==> config.mk <==
export PLATFORM = sky130hd
export DESIGN_NAME = display_scan_decoder
export DESIGN_NICKNAME = d
export VERILOG_FILES = /design/src/rtl/display_pkg.sv /design/src/rtl/seg7_to_bcd.sv /design/src/rtl/display_scan_decoder.sv
export SDC_FILE = /design/constraint.sdc
export NUM_CORES = 1
export LEC_CHECK = 0
export CORE_ASPECT_RATIO = 0.5
export CORE_UTILIZATION = 59
export CTS_CLUSTER_SIZE = 40
export DETAILED_ROUTE_END_ITERATION = 10
export PLACE_DENSITY = 0.9
export SLEW_MARGIN = 0
export SYNTH_ARGS = -nofsm -noshare
export SYNTH_HDL_FRONTEND = slang
export SYNTH_HIERARCHICAL = 1
export SYNTH_SLANG_ARGS = --single-unit
==> constraint.sdc <==
create_clock -name clock -period 4.2 [get_ports clock]
set_input_delay 0.63 -clock clock [delete_from_list [all_inputs] [get_ports clock]]
set_output_delay 0.63 -clock clock [all_outputs]
set_load 0.03 [all_outputs]
==> src/rtl/display_pkg.sv <==
// Shared constants and types for the seven-segment display capture path.
package display_pkg;

  localparam int ONES      = 0;
  localparam int TENS      = 1;
  localparam int HUNDREDS  = 2;
  localparam int THOUSANDS = 3;

  // Active-high gfedcba patterns
  localparam logic [6:0] SEG_0 = 7'h3F;
  localparam logic [6:0] SEG_1 = 7'h06;
  localparam logic [6:0] SEG_2 = 7'h5B;
  localparam logic [6:0] SEG_3 = 7'h4F;
  localparam logic [6:0] SEG_4 = 7'h66;
  localparam logic [6:0] SEG_5 = 7'h6D;
  localparam logic [6:0] SEG_6 = 7'h7D;
  localparam logic [6:0] SEG_7 = 7'h07;
  localparam logic [6:0] SEG_8 = 7'h7F;
  localparam logic [6:0] SEG_9 = 7'h6F;

  localparam logic [3:0] BLANK_SELECT = 4'b1111;

  typedef enum logic {SCAN, EVAL} state_t;

  // One BCD nibble per digit position, indexed by ONES..THOUSANDS
  typedef logic [3:0][3:0] frame_t;

  // Position of the lowest low bit of an active-low select
  function automatic logic [1:0] low_index(input logic [3:0] sel_n);
    logic [1:0] idx;
    idx = 2'd0;
    for (int i = 3; i >= 0; i--)
      if (!sel_n[i]) idx = 2'(i);
    return idx;
  endfunction

endpackage

==> src/rtl/seg7_to_bcd.sv <==
// Combinational seven-segment (active-high gfedcba) to BCD decoder.
module seg7_to_bcd
  import display_pkg::*;
(
  input  logic [6:0] seg,
  output logic [3:0] value,
  output logic       valid
);

  always_comb begin
    value = 4'd0;
    valid = 1'b1;
    case (seg)
      SEG_0:   value = 4'd0;
      SEG_1:   value = 4'd1;
      SEG_2:   value = 4'd2;
      SEG_3:   value = 4'd3;
      SEG_4:   value = 4'd4;
      SEG_5:   value = 4'd5;
      SEG_6:   value = 4'd6;
      SEG_7:   value = 4'd7;
      SEG_8:   value = 4'd8;
      SEG_9:   value = 4'd9;
      default: valid = 1'b0;
    endcase
  end

endmodule

==> src/rtl/display_scan_decoder.sv <==
// Captures a scanned 4-digit seven-segment display and publishes BCD digits
// once MATCH_FRAMES identical complete frames have been seen.
module display_scan_decoder
  import display_pkg::*;
#(
  parameter int SYNC_STAGES    = 2,
  parameter int SETTLE_CYCLES  = 4,
  parameter int MATCH_FRAMES   = 2,
  parameter int TIMEOUT_CYCLES = 65535
)(
  input  logic       clock,
  input  logic       reset,
  input  logic [3:0] controlIn,
  input  logic [7:0] segIn,
  output logic [3:0] onesOut,
  output logic [3:0] tensOut,
  output logic [3:0] hundredsOut,
  output logic [3:0] thousandsOut,
  output logic       updatePulse,
  output logic       lockedOut,
  output logic       errorOut,
  output logic       lostOut
);

  localparam int SW = $clog2(SETTLE_CYCLES + 1);
  localparam int MW = $clog2(MATCH_FRAMES + 1);
  localparam int TW = $clog2(TIMEOUT_CYCLES + 1);
  localparam logic [SW-1:0] SETTLE_MAX = SW'(SETTLE_CYCLES);
  localparam logic [SW-1:0] SETTLE_HIT = SW'(SETTLE_CYCLES - 1);
  localparam logic [MW-1:0] MATCH_MAX  = MW'(MATCH_FRAMES);
  localparam logic [TW-1:0] TMO_MAX    = TW'(TIMEOUT_CYCLES);

  // Synchronizer, idles at all-ones (nothing selected, all segments off)
  logic [SYNC_STAGES-1:0][11:0] sync_q;
  logic [11:0] bus, bus_q;

  always_ff @(posedge clock or posedge reset)
    if (reset) sync_q <= '1;
    else       sync_q <= {sync_q[SYNC_STAGES-2:0], {controlIn, segIn}};

  assign bus = sync_q[SYNC_STAGES-1];

  // Settle filter: one acceptance per dwell, when the run length hits SETTLE
  logic [SW-1:0] settle_cnt;
  logic          stable, accept;

  assign stable = (bus == bus_q);
  assign accept = stable && (settle_cnt == SETTLE_HIT);

  always_ff @(posedge clock or posedge reset)
    if (reset) begin
      bus_q      <= '1;
      settle_cnt <= '0;
    end else begin
      bus_q <= bus;
      if (!stable)                      settle_cnt <= '0;
      else if (settle_cnt != SETTLE_MAX) settle_cnt <= settle_cnt + 1'b1;
    end

  // A sample landing in EVAL (only possible with SETTLE_CYCLES = 1) waits a cycle
  state_t      state, state_nx;
  logic        pend_vld, proc_vld;
  logic [11:0] pend_bus, proc_bus;

  assign proc_vld = pend_vld || (accept && state == SCAN);
  assign proc_bus = pend_vld ? pend_bus : bus;

  always_ff @(posedge clock or posedge reset)
    if (reset) begin
      pend_vld <= 1'b0;
      pend_bus <= '1;
    end else begin
      pend_vld <= accept && (state == EVAL);
      if (accept && state == EVAL) pend_bus <= bus;
    end

  // Sample decode
  logic [3:0] sel;
  logic [6:0] seg_ah;
  logic [3:0] dec_val;
  logic       dec_ok, multi, smp_ok, smp_err, dp_unused;
  logic [1:0] idx;
  logic [3:0] smp_bit;

  assign sel       = ~proc_bus[11:8];
  assign seg_ah    = ~proc_bus[6:0];
  assign dp_unused = proc_bus[7];
  assign multi     = (sel & (sel - 4'd1)) != 4'd0;
  assign idx       = low_index(proc_bus[11:8]);
  assign smp_bit   = 4'b0001 << idx;

  seg7_to_bcd u_dec (
    .seg   (seg_ah),
    .value (dec_val),
    .valid (dec_ok)
  );

  always_comb begin
    smp_ok  = 1'b0;
    smp_err = 1'b0;
    if (proc_vld && proc_bus[11:8] != BLANK_SELECT) begin
      if (!multi && dec_ok) smp_ok  = 1'b1;
      else                  smp_err = 1'b1;
    end
  end

  // Frame FSM
  frame_t          frame_buf, last_frame, pub;
  logic [3:0]      seen_mask;
  logic [MW-1:0]   match_cnt, match_nx;
  logic [TW-1:0]   tmo_cnt, tmo_nx;
  logic            same, publish;

  always_ff @(posedge clock or posedge reset)
    if (reset) state <= SCAN;
    else       state <= state_nx;

  always_comb begin
    state_nx = state;
    case (state)
      SCAN:    if (smp_ok && ((seen_mask | smp_bit) == 4'hF)) state_nx = EVAL;
      EVAL:    state_nx = SCAN;
      default: state_nx = SCAN;
    endcase
  end

  assign same     = (frame_buf == last_frame);
  assign match_nx = !same ? MW'(1) :
                    (match_cnt == MATCH_MAX) ? match_cnt : match_cnt + 1'b1;
  // A repeat of an already-locked value that is on the outputs is silent
  assign publish  = (match_nx == MATCH_MAX) &&
                    (!(same && lockedOut) || frame_buf != pub);
  assign tmo_nx   = (state == EVAL) ? '0 :
                    (tmo_cnt == TMO_MAX) ? tmo_cnt : tmo_cnt + 1'b1;

  always_ff @(posedge clock or posedge reset)
    if (reset) begin
      frame_buf   <= '0;
      last_frame  <= '0;
      pub         <= '0;
      seen_mask   <= '0;
      match_cnt   <= '0;
      tmo_cnt     <= '0;
      updatePulse <= 1'b0;
      lockedOut   <= 1'b0;
      errorOut    <= 1'b0;
      lostOut     <= 1'b0;
    end else begin
      updatePulse <= 1'b0;
      errorOut    <= 1'b0;
      tmo_cnt     <= tmo_nx;
      if (tmo_nx == TMO_MAX) begin
        lostOut   <= 1'b1;
        lockedOut <= 1'b0;
      end
      if (state == EVAL) begin
        seen_mask  <= '0;
        last_frame <= frame_buf;
        match_cnt  <= match_nx;
        lostOut    <= 1'b0;
        if (!same) lockedOut <= 1'b0;
        if (publish) begin
          pub         <= frame_buf;
          updatePulse <= 1'b1;
          lockedOut   <= 1'b1;
        end
      end else if (smp_ok) begin
        frame_buf[idx] <= dec_val;
        seen_mask[idx] <= 1'b1;
      end else if (smp_err) begin
        errorOut  <= 1'b1;
        seen_mask <= '0;
        match_cnt <= '0;
        lockedOut <= 1'b0;
      end
    end

  assign onesOut      = pub[ONES];
  assign tensOut      = pub[TENS];
  assign hundredsOut  = pub[HUNDREDS];
  assign thousandsOut = pub[THOUSANDS];

endmodule

==> results of run 1 <==
[cell families (layout without fill, tap and decap cells)]
group	after synthesis	after routing	synth area share
fa+ha+maj	6	6	0.0128
flops	126	126	0.555
simple gates	159	159	0.148
buf+inv	29	82	0.0236
xor+xnor	54	54	0.0817
mux	59	59	0.113
compound gates	54	54	0.0666
[registers in the layout (all words and copies together) (netlist names), 2 cells and up]
register and count:
bus 12, bus_q 12, frame_buf 16, hundredsOut 4, last_frame 16, match_cnt 2, onesOut 4, pend_bus 11
seen_mask 4, settle_cnt 3, sync_q 12, tensOut 4, thousandsOut 4, tmo_cnt 16
[per-stage QoR]
step                std cells  setup slack, ns  hold WS [ns]  power (W)
global route              675            0.592         0.359    0.00285
finish                    675            0.831         0.353    0.00276
global placement          643             1.04         0.346    0.00135
CTS                       675            0.861         0.356    0.00278
detailed placement        643            0.903         0.347    0.00136
floorplan                 487            0.292         0.345    0.00133
[final cells by class]
type                    instances  area, sq um  area share
well taps                     135          169      0.0248
multi-input cells             332         2440       0.358
clock inverters                15          148      0.0217
repair buffers                 35          358      0.0525
clock buffers                  17          425      0.0625
inverters                      15         58.8     0.00863
flip-flops and latches        126         3210       0.472
[final timing paths]
path | from | endpoint | slack, ns
max | pend_vld$_DFF_PP0_ | frame_buf[1]$_DFFE_PP0P_ | 0.83
min | sync_q[0]$_DFF_PP1_ | bus[0]$_DFF_PP1_ | 0.35
max reg2reg | pend_vld$_DFF_PP0_ | frame_buf[1]$_DFFE_PP0P_ | 0.83
min reg2reg | sync_q[0]$_DFF_PP1_ | bus[0]$_DFF_PP1_ | 0.35
max in group asynchronous | reset | bus_q[6]$_DFF_PP1_ | 2.60
min in group asynchronous | reset | frame_buf[6]$_DFFE_PP0P_ | 0.79
[worst max-delay path, delay by kind of cell, from the launching register on]
| kind | cells | cell delay, ns |
|---|---|---|
| multiplexers | 2 | 1.08 |
| AND/OR/NAND/NOR | 5 | 1.20 |
| AO/OA/AOI/OAI | 1 | 0.19 |
| flip-flops | 1 | 0.78 |
[layer usage]
metal | share of wire | track usage | vias up
met3 | 0.039 | 0.0680 | 28
met4 | 0.027 | 0.127 | 0
li1 | - | - | 1794
met2 | 0.50 | 0.406 | 86
met1 | 0.43 | 0.309 | 1928
met5 | 0 | 0 | -
[Yosys cell counts (4+ instances only)]
master,number,area share
o21ai_0,12,0.010
xnor2_1,34,0.051
a21boi_0,5,0.0065
nor4_1,7,0.0076
mux2i_1,10,0.017
nand3_1,15,0.013
mux2_2,46,0.089
inv_1,15,0.0097
nor2_1,21,0.014
clkbuf_1,4,0.0026
a21oi_1,9,0.0078
or2_2,4,0.0043
ha_1,5,0.011
nand2_1,53,0.034
nand3b_1,4,0.0052
dfstp_2,47,0.21
a21o_1,5,0.0065
buf_2,4,0.0035
xor2_1,20,0.030
nor2b_1,5,0.0054
dfrtp_1,79,0.34
nor3_1,10,0.0086
nand4_1,13,0.014
and2_1,6,0.0065
[report_power, final]
group / total, W / internal [W] / leakage, nW / switching (W)
logic: 0.0000760 / 0.0000281 / 1.11 / 0.0000480
registers: 0.00126 / 0.00125 / 1.58 / 0.0000128
clock network: 0.00142 / 0.000835 / 0.288 / 0.000589
==> flow_summary.toml, run 1 <==
[status]
status = "finished, final reports clean"

[logic_synthesis]
syn_area_sq_um = 5790
ys_seq_area_frac = 0.555
netlist_instances = 487
yosysWarnings = 6
synth_area_per_cell_sq_um = 11.9
synth_edf_count = 0
ys_seq_elements = 126
synth_nets = 506
synth_cell_type_count = 59
synthArstFlopShare = 1.00
synth_ff_type = "dfrtp_1"

[setup_path]
crit_required_ns = 4.50
critical_path_arrival_ns = 3.67
crit_path_start_kind = "register"
critPathCaptureType = "register"
slowest_stage = "dfrtp_1"
reg2regPathDepth = 8
crit_type = "reg2reg"
crit_fanout = 18
critical-path-max-stage-delay_ns = 0.78
path_cells = "mux2i_1 > or3b_1 > a211oi_1 > or3_1 > nand3b_1 > or2_4 > nor2_4 > mux2_2"

[placed_design]
hpwl_mm = 7.44
post_dp_cell_area_sq_um = 6240
portBuffers = 33
globalplace.congestion = 0.878

[layout]
final_nets = 546
layout-drive-gt1-share = 0.265
n_antenna_cell = 0
fin_area_sq_um = 6810
fillers = 603
syn2layout_area_growth_pct = 17.7
layout_common_cells = "dfrtp_1 (79), nand2_1 (53), dfstp_2 (47)"
layout.cells.most_common = "dfrtp_1"
post-route-util = 0.719

[global_routing]
grt_pass1_vias = 3764
antenna_found_initial = 0
gr-total-overflow = 0
grt_pass1_wl_mm = 18.9
grt_max_degree = 78
gr-usage-all-layers = 0.248

[die]
die_h_um = 72.0
start_util = 0.611
ios = 34
rows = 25
die_area_sq_um = 10200
core_area_sq_um = 9480
die_width_um = 142

[sta]
max_freq_mhz = 297
worstMarginPinSlew_ns = 0.935
slew_viol_final = 0
setup_violations = 0
slew_headroom = 0.377
timing.final.hold_violations = 0
tns_ns = 0
rsz0062_at_grt = "no"
post-route-min-period_ns = 3.37
finalCritPeriodShare = 0.802
finClkSkew_ns = 0.00834

[clocking]
cts.repair.resized = 0
cts_buffers = 17
clk_pin_slew_ns = 0.06
clkSinkCount = 126
clockBufferDepth = 2
cts_post_setup_buffers_inserted = 0
cts_max_level = 4
cts_tree = "yes"
cts-root-buf = "clkbuf_16"
clk_latency_ns = 0.42
postCtsHoldBufs = 0

[drt]
drc = 0
routed_wl_mm = 11.5
drtPass1Iterations = 4
vias = 3836
via_per_inst = 5.68
ant_nets = 0
drt_iter0_drc = 227
wl_per_cell_um = 17.0

[pwr]
peakVddDrop_v = 0.000316
power.static_leakage_nw = 2.98
power_density_nw_per_um2 = 405

[hold_path]
whs_path_depth = 0
min_path_type = "reg2reg"

[flow_run]
cap_violations = 0
(Power assumes the default switching activity.)
==> run 2, diff against run 1 <==
Clock period 4.2 ns to 3.2 ns, I/O delays scaled along.
==> flow_summary.toml, run 2 (same netlist as run 1, synthesis figures left out) <==
[global_routing]
grt_max_degree = 49
antenna_found_initial = 0
gr-usage-all-layers = 0.259
gr-total-overflow = 0
grt_pass1_wl_mm = 19.7
grt_pass1_vias = 3956

[layout]
layout_common_cells = "dfrtp_1 (79), nand2_1 (53), dfstp_2 (47)"
n_antenna_cell = 0
reg_top3 = "frame_buf (16), last_frame (16), tmo_cnt (16)"
layout-drive-gt1-share = 0.270
stdcell_count = 679
layout.cells.most_common = "dfrtp_1"
syn2layout_area_growth_pct = 19.4
final_nets = 551

[setup_path]
crit_type = "reg2reg"
worst-path-buf-inv = 1
path_delay_family = "simple AND/OR/NAND/NOR gates"
slowest_stage = "dfrtp_1"
crit_required_ns = 3.49
crit_fanout = 12
path_cells = "buf_4 > mux2i_1 > nand3_1 > a211oi_1 > or3_1 > nand3b_1 > or2_4 > nor2_4 > mux2_2"
critical-path-max-stage-delay_ns = 0.52
crit_path_start_kind = "register"
critical_path_arrival_ns = 3.21
critPathCaptureType = "register"

[clocking]
cts_max_level = 4
cts-root-buf = "clkbuf_16"
cts_post_setup_buffers_inserted = 0
cts_buffers = 17
clockBufferDepth = 2
cts_tree = "yes"
clkSinkCount = 126
clk_pin_slew_ns = 0.06
clk_latency_ns = 0.41
postCtsHoldBufs = 0
cts.repair.resized = 0

[drt]
vias = 3957
routed_wl_mm = 12.0
via_per_inst = 5.83
drc = 0
wl_per_cell_um = 17.7
drt_iter0_drc = 200
ant_nets = 0
drtPass1Iterations = 4

[sta]
max_freq_mhz = 343
slew_headroom = 0.359
finalCritPeriodShare = 0.910
finClkSkew_ns = 0.00666
slew_viol_final = 0
tns_ns = 0
timing.final.hold_violations = 0
rsz0062_at_grt = "no"
post-route-min-period_ns = 2.91
setup_violations = 0
worstMarginPinSlew_ns = 0.962

[die]
core_area_sq_um = 9480
ios = 34
rows = 25
die_area_sq_um = 10200
die_width_um = 142
die_h_um = 72.0
start_util = 0.611

[placed_design]
hpwl_mm = 7.60
globalplace.congestion = 0.936
post-place-cells = 648
portBuffers = 33

[flow_run]
cap_violations = 0

[hold_path]
min_path_type = "reg2reg"

[pwr]
power_density_nw_per_um2 = 540
peakVddDrop_v = 0.000413
power.static_leakage_nw = 3.03

[status]
status = "finished, final reports clean"
==> run 2: cell types whose count changed in the layout (fill, tap and decap cells not counted), sizes merged <==
| cell | delta |
|---|---|
| bufinv | -1 |
| inv | -7 |
| clkbuf | +6 |
| clkinvlp | +1 |
| buf | +5 |
==> run 2: area by class of cell <==
cell class	count	area [sq um]
Clock buffer	23	564
Tap cell	135	169
Timing Repair Buffer	40	408
Multi-Input combinational cell	332	2440
Fill cell	598	2570
Inverter	15	60.1
Clock inverter	8	58.8
Sequential cell	126	3210
==> run 2: path summary, 6_finish.rpt <==
path / startpoint / end / slack [ns] / depth (start not counted)
min in group asynchronous: reset / frame_buf[13]$_DFFE_PP0P_ / 0.55 / 2
worst max-delay path: pend_vld$_DFF_PP0_ / frame_buf[12]$_DFFE_PP0P_ / 0.29 / 9
max in group asynchronous: reset / pend_bus[9]$_DFFE_PP1P_ / 1.95 / 3
worst min register to register: sync_q[8]$_DFF_PP1_ / bus[8]$_DFF_PP1_ / 0.35 / 0
worst min-delay path: sync_q[8]$_DFF_PP1_ / bus[8]$_DFF_PP1_ / 0.35 / 0
worst max register to register: pend_vld$_DFF_PP0_ / frame_buf[12]$_DFFE_PP0P_ / 0.29 / 9
==> run 2: where the power goes <==
| part | switching (W) | internal [W] | leakage, nW | total (W) |
|---|---|---|---|---|
| registers | 0.0000165 | 0.00164 | 1.58 | 0.00165 |
| logic | 0.0000622 | 0.0000409 | 1.13 | 0.000103 |
| clock network | 0.000730 | 0.00125 | 0.313 | 0.00198 |
| total | 0.000809 | 0.00293 | 3.03 | 0.00373 |
==> run 2: through the flow <==
stage	hold WS [ns]	instance area, sq um	power (W)	setup WS (ns)	utilization
6_report	0.354	6910	0.00373	0.287	0.729
5_1_grt	0.357	6910	0.00384	0.124	0.729
4_1_cts	0.356	6910	0.00376	0.286	0.729
3_5_place_dp	0.347	6290	0.00178	0.338	0.663
3_3_place_gp	0.345	6290	0.00178	0.495	0.663
2_1_floorplan	0.345	5790	0.00174	0.275	-
==> run 2: worst reg2reg max path, cell delays in order (launching register included) <==
cell and delay (ns):
dfrtp_1 0.52, buf_4 0.25, mux2i_1 0.47, nand3_1 0.17, a211oi_1 0.22, or3_1 0.14, nand3b_1 0.12, or2_4 0.33
nor2_4 0.20, mux2_2 0.37
==> run 2: per-layer routing <==
layer,GRT usage,wire length [um],up-vias
met3,0.0673,383,39
met1,0.322,5250,2023
met2,0.424,5920,100
met5,0,0,-
li1,-,-,1795
met4,0.145,438,0
==> run 3, diff against run 2 <==
Settings changed: CORE_MARGIN from default to 1.5.
Clock period 3.2 ns to 2.95 ns, I/O delays scaled along.
==> flow_summary.toml, run 3 (same netlist as run 1, synthesis figures left out) <==
[status]
status = "finished, final reports clean"

[layout]
syn2layout_area_growth_pct = 19.9
regArea_sq_um = 3210
fillers = 581
layout.cells.most_common = "dfrtp_1"
n_antenna_cell = 0
layout_common_cells = "dfrtp_1 (79), nand2_1 (53), dfstp_2 (47)"
layout-drive-gt1-share = 0.279
multi_input_area_sq_um = 2450
stdcell_count = 683
final_nets = 555
reg_top3 = "frame_buf (16), last_frame (16), tmo_cnt (16)"

[setup_path]
slowest_stage = "dfrtp_1"
reg2regPathDepth = 8
r2r-start = "pend_vld$_DFF_PP0_"
crit_required_ns = 3.24
critPathCaptureType = "register"
critical-path-max-stage-delay_ns = 0.58
path_cells = "mux2i_1 > or3b_1 > a211oi_1 > or3_1 > nand3b_1 > or2_4 > nor2_4 > mux2_2"
crit_fanout = 8
worstReg2RegEnd = "frame_buf[1]$_DFFE_PP0P_"
crit_path_start_kind = "register"
crit_type = "reg2reg"
reg2reg_setup_slack_ns = 0.24
critical_path_arrival_ns = 3.00

[sta]
post-route-min-period_ns = 2.71
tns_ns = 0
finClkSkew_ns = 0.00745
timing.final.hold_violations = 0
slew_headroom = 0.395
worstMarginPinSlew_ns = 0.908
setup_violations = 0
slew_viol_final = 0
rsz0062_at_grt = "no"
finalCritPeriodShare = 0.919
max_freq_mhz = 369
whs_ns = 0.354

[hold_path]
worstHoldStart = "sync_q[3]$_DFF_PP1_"
min_path_type = "reg2reg"
whs_path_depth = 0
min_to = "bus[3]$_DFF_PP1_"

[flow_run]
cap_violations = 0

[pwr]
power_density_nw_per_um2 = 584
power.static_leakage_nw = 3.05
power_w = 0.00405
peakVddDrop_v = 0.000644

[clocking]
clk_latency_ns = 0.41
cts_buffers = 17
clk_pin_slew_ns = 0.06
clkSinkCount = 126
cts_max_level = 4
clockBufferDepth = 2
cts_post_setup_buffers_inserted = 0
cts-root-buf = "clkbuf_16"
cts_tree = "yes"

[drt]
wl_per_cell_um = 17.3
via_per_inst = 5.69
vias = 3889
drtPass1Iterations = 5
routed_wl_mm = 11.8
ant_nets = 0
drc = 0
drt_iter0_drc = 202

[die]
die_area_sq_um = 10400
start_util = 0.611
die_h_um = 73.0
rows = 25
ios = 34
die_width_um = 143
core_area_sq_um = 9480

[placed_design]
hpwl_mm = 7.76
portBuffers = 33
globalplace.congestion = 0.920
post-place-cells = 652

[global_routing]
gr-total-overflow = 0
gr-usage-all-layers = 0.254
grt_pass1_wl_mm = 19.7
grt_pass1_vias = 3923
grt_max_degree = 60
antenna_found_initial = 0
-- run 3: worst max-delay path: cells and delay by family, from the launching register on --
family             cells  cell delay (ns)
AOI/OAI and AO/OA      1             0.21
muxes                  2             0.60
DFF                    1             0.58
and+or+nand+nor        5             1.19
-- run 3: worst max-delay path by stage --
stage | start | endpoint | cells past startpoint
after CTS | pend_vld$_DFF_PP0_ | frame_buf[1]$_DFFE_PP0P_ | 8
final | pend_vld$_DFF_PP0_ | frame_buf[1]$_DFFE_PP0P_ | 8
after global placement | pend_vld$_DFF_PP0_ | frame_buf[0]$_DFFE_PP0P_ | 8
after floorplan | pend_vld$_DFF_PP0_ | frame_buf[10]$_DFFE_PP0P_ | 11
after detailed placement | pend_vld$_DFF_PP0_ | frame_buf[13]$_DFFE_PP0P_ | 8
after global routing | frame_buf[10]$_DFFE_PP0P_ | thousandsOut[0]$_DFFE_PP0P_ | 6
-- run 3: what timing repair did --
action,in CTS,in global routing
gates resized for setup,0,2
setup endpoints to repair,0,11
hold buffers,0,0
-- run 3: area by class of cell --
cell class,instances,area share
clock inverters,11,0.0177
flip-flops and latches,126,0.463
well taps,135,0.0243
clock buffers,20,0.0705
repair buffers,44,0.0631
inverters,15,0.00866
multi-input cells,332,0.353
-- run 3: layer usage --
| metal | vias up | track usage | wire [um] | part of all wire |
|---|---|---|---|---|
| met5 | - | 0 | 0 | 0 |
| met4 | 0 | 0.0767 | 157 | 0.013 |
| met3 | 20 | 0.0774 | 473 | 0.040 |
| met2 | 98 | 0.445 | 6030 | 0.51 |
| met1 | 1974 | 0.306 | 5180 | 0.44 |
| li1 | 1797 | - | - | - |
-- run 3: report_power, final --
| group | total (W) | switching (W) | internal (W) |
|---|---|---|---|
| logic | 0.000117 | 0.0000699 | 0.0000467 |
| clock network | 0.00214 | 0.000774 | 0.00137 |
| registers | 0.00179 | 0.0000189 | 0.00178 |
| total | 0.00405 | 0.000862 | 0.00319 |
-- run 3: metrics by stage --
stage / setup slack, ns / util / instance area, sq um
floorplan: 0.0249 / - / 5790
global placement: 0.327 / 0.667 / 6320
detailed placement: 0.197 / 0.667 / 6320
CTS: 0.156 / 0.731 / 6930
global route: 0.0774 / 0.732 / 6940
finish: 0.238 / 0.732 / 6940
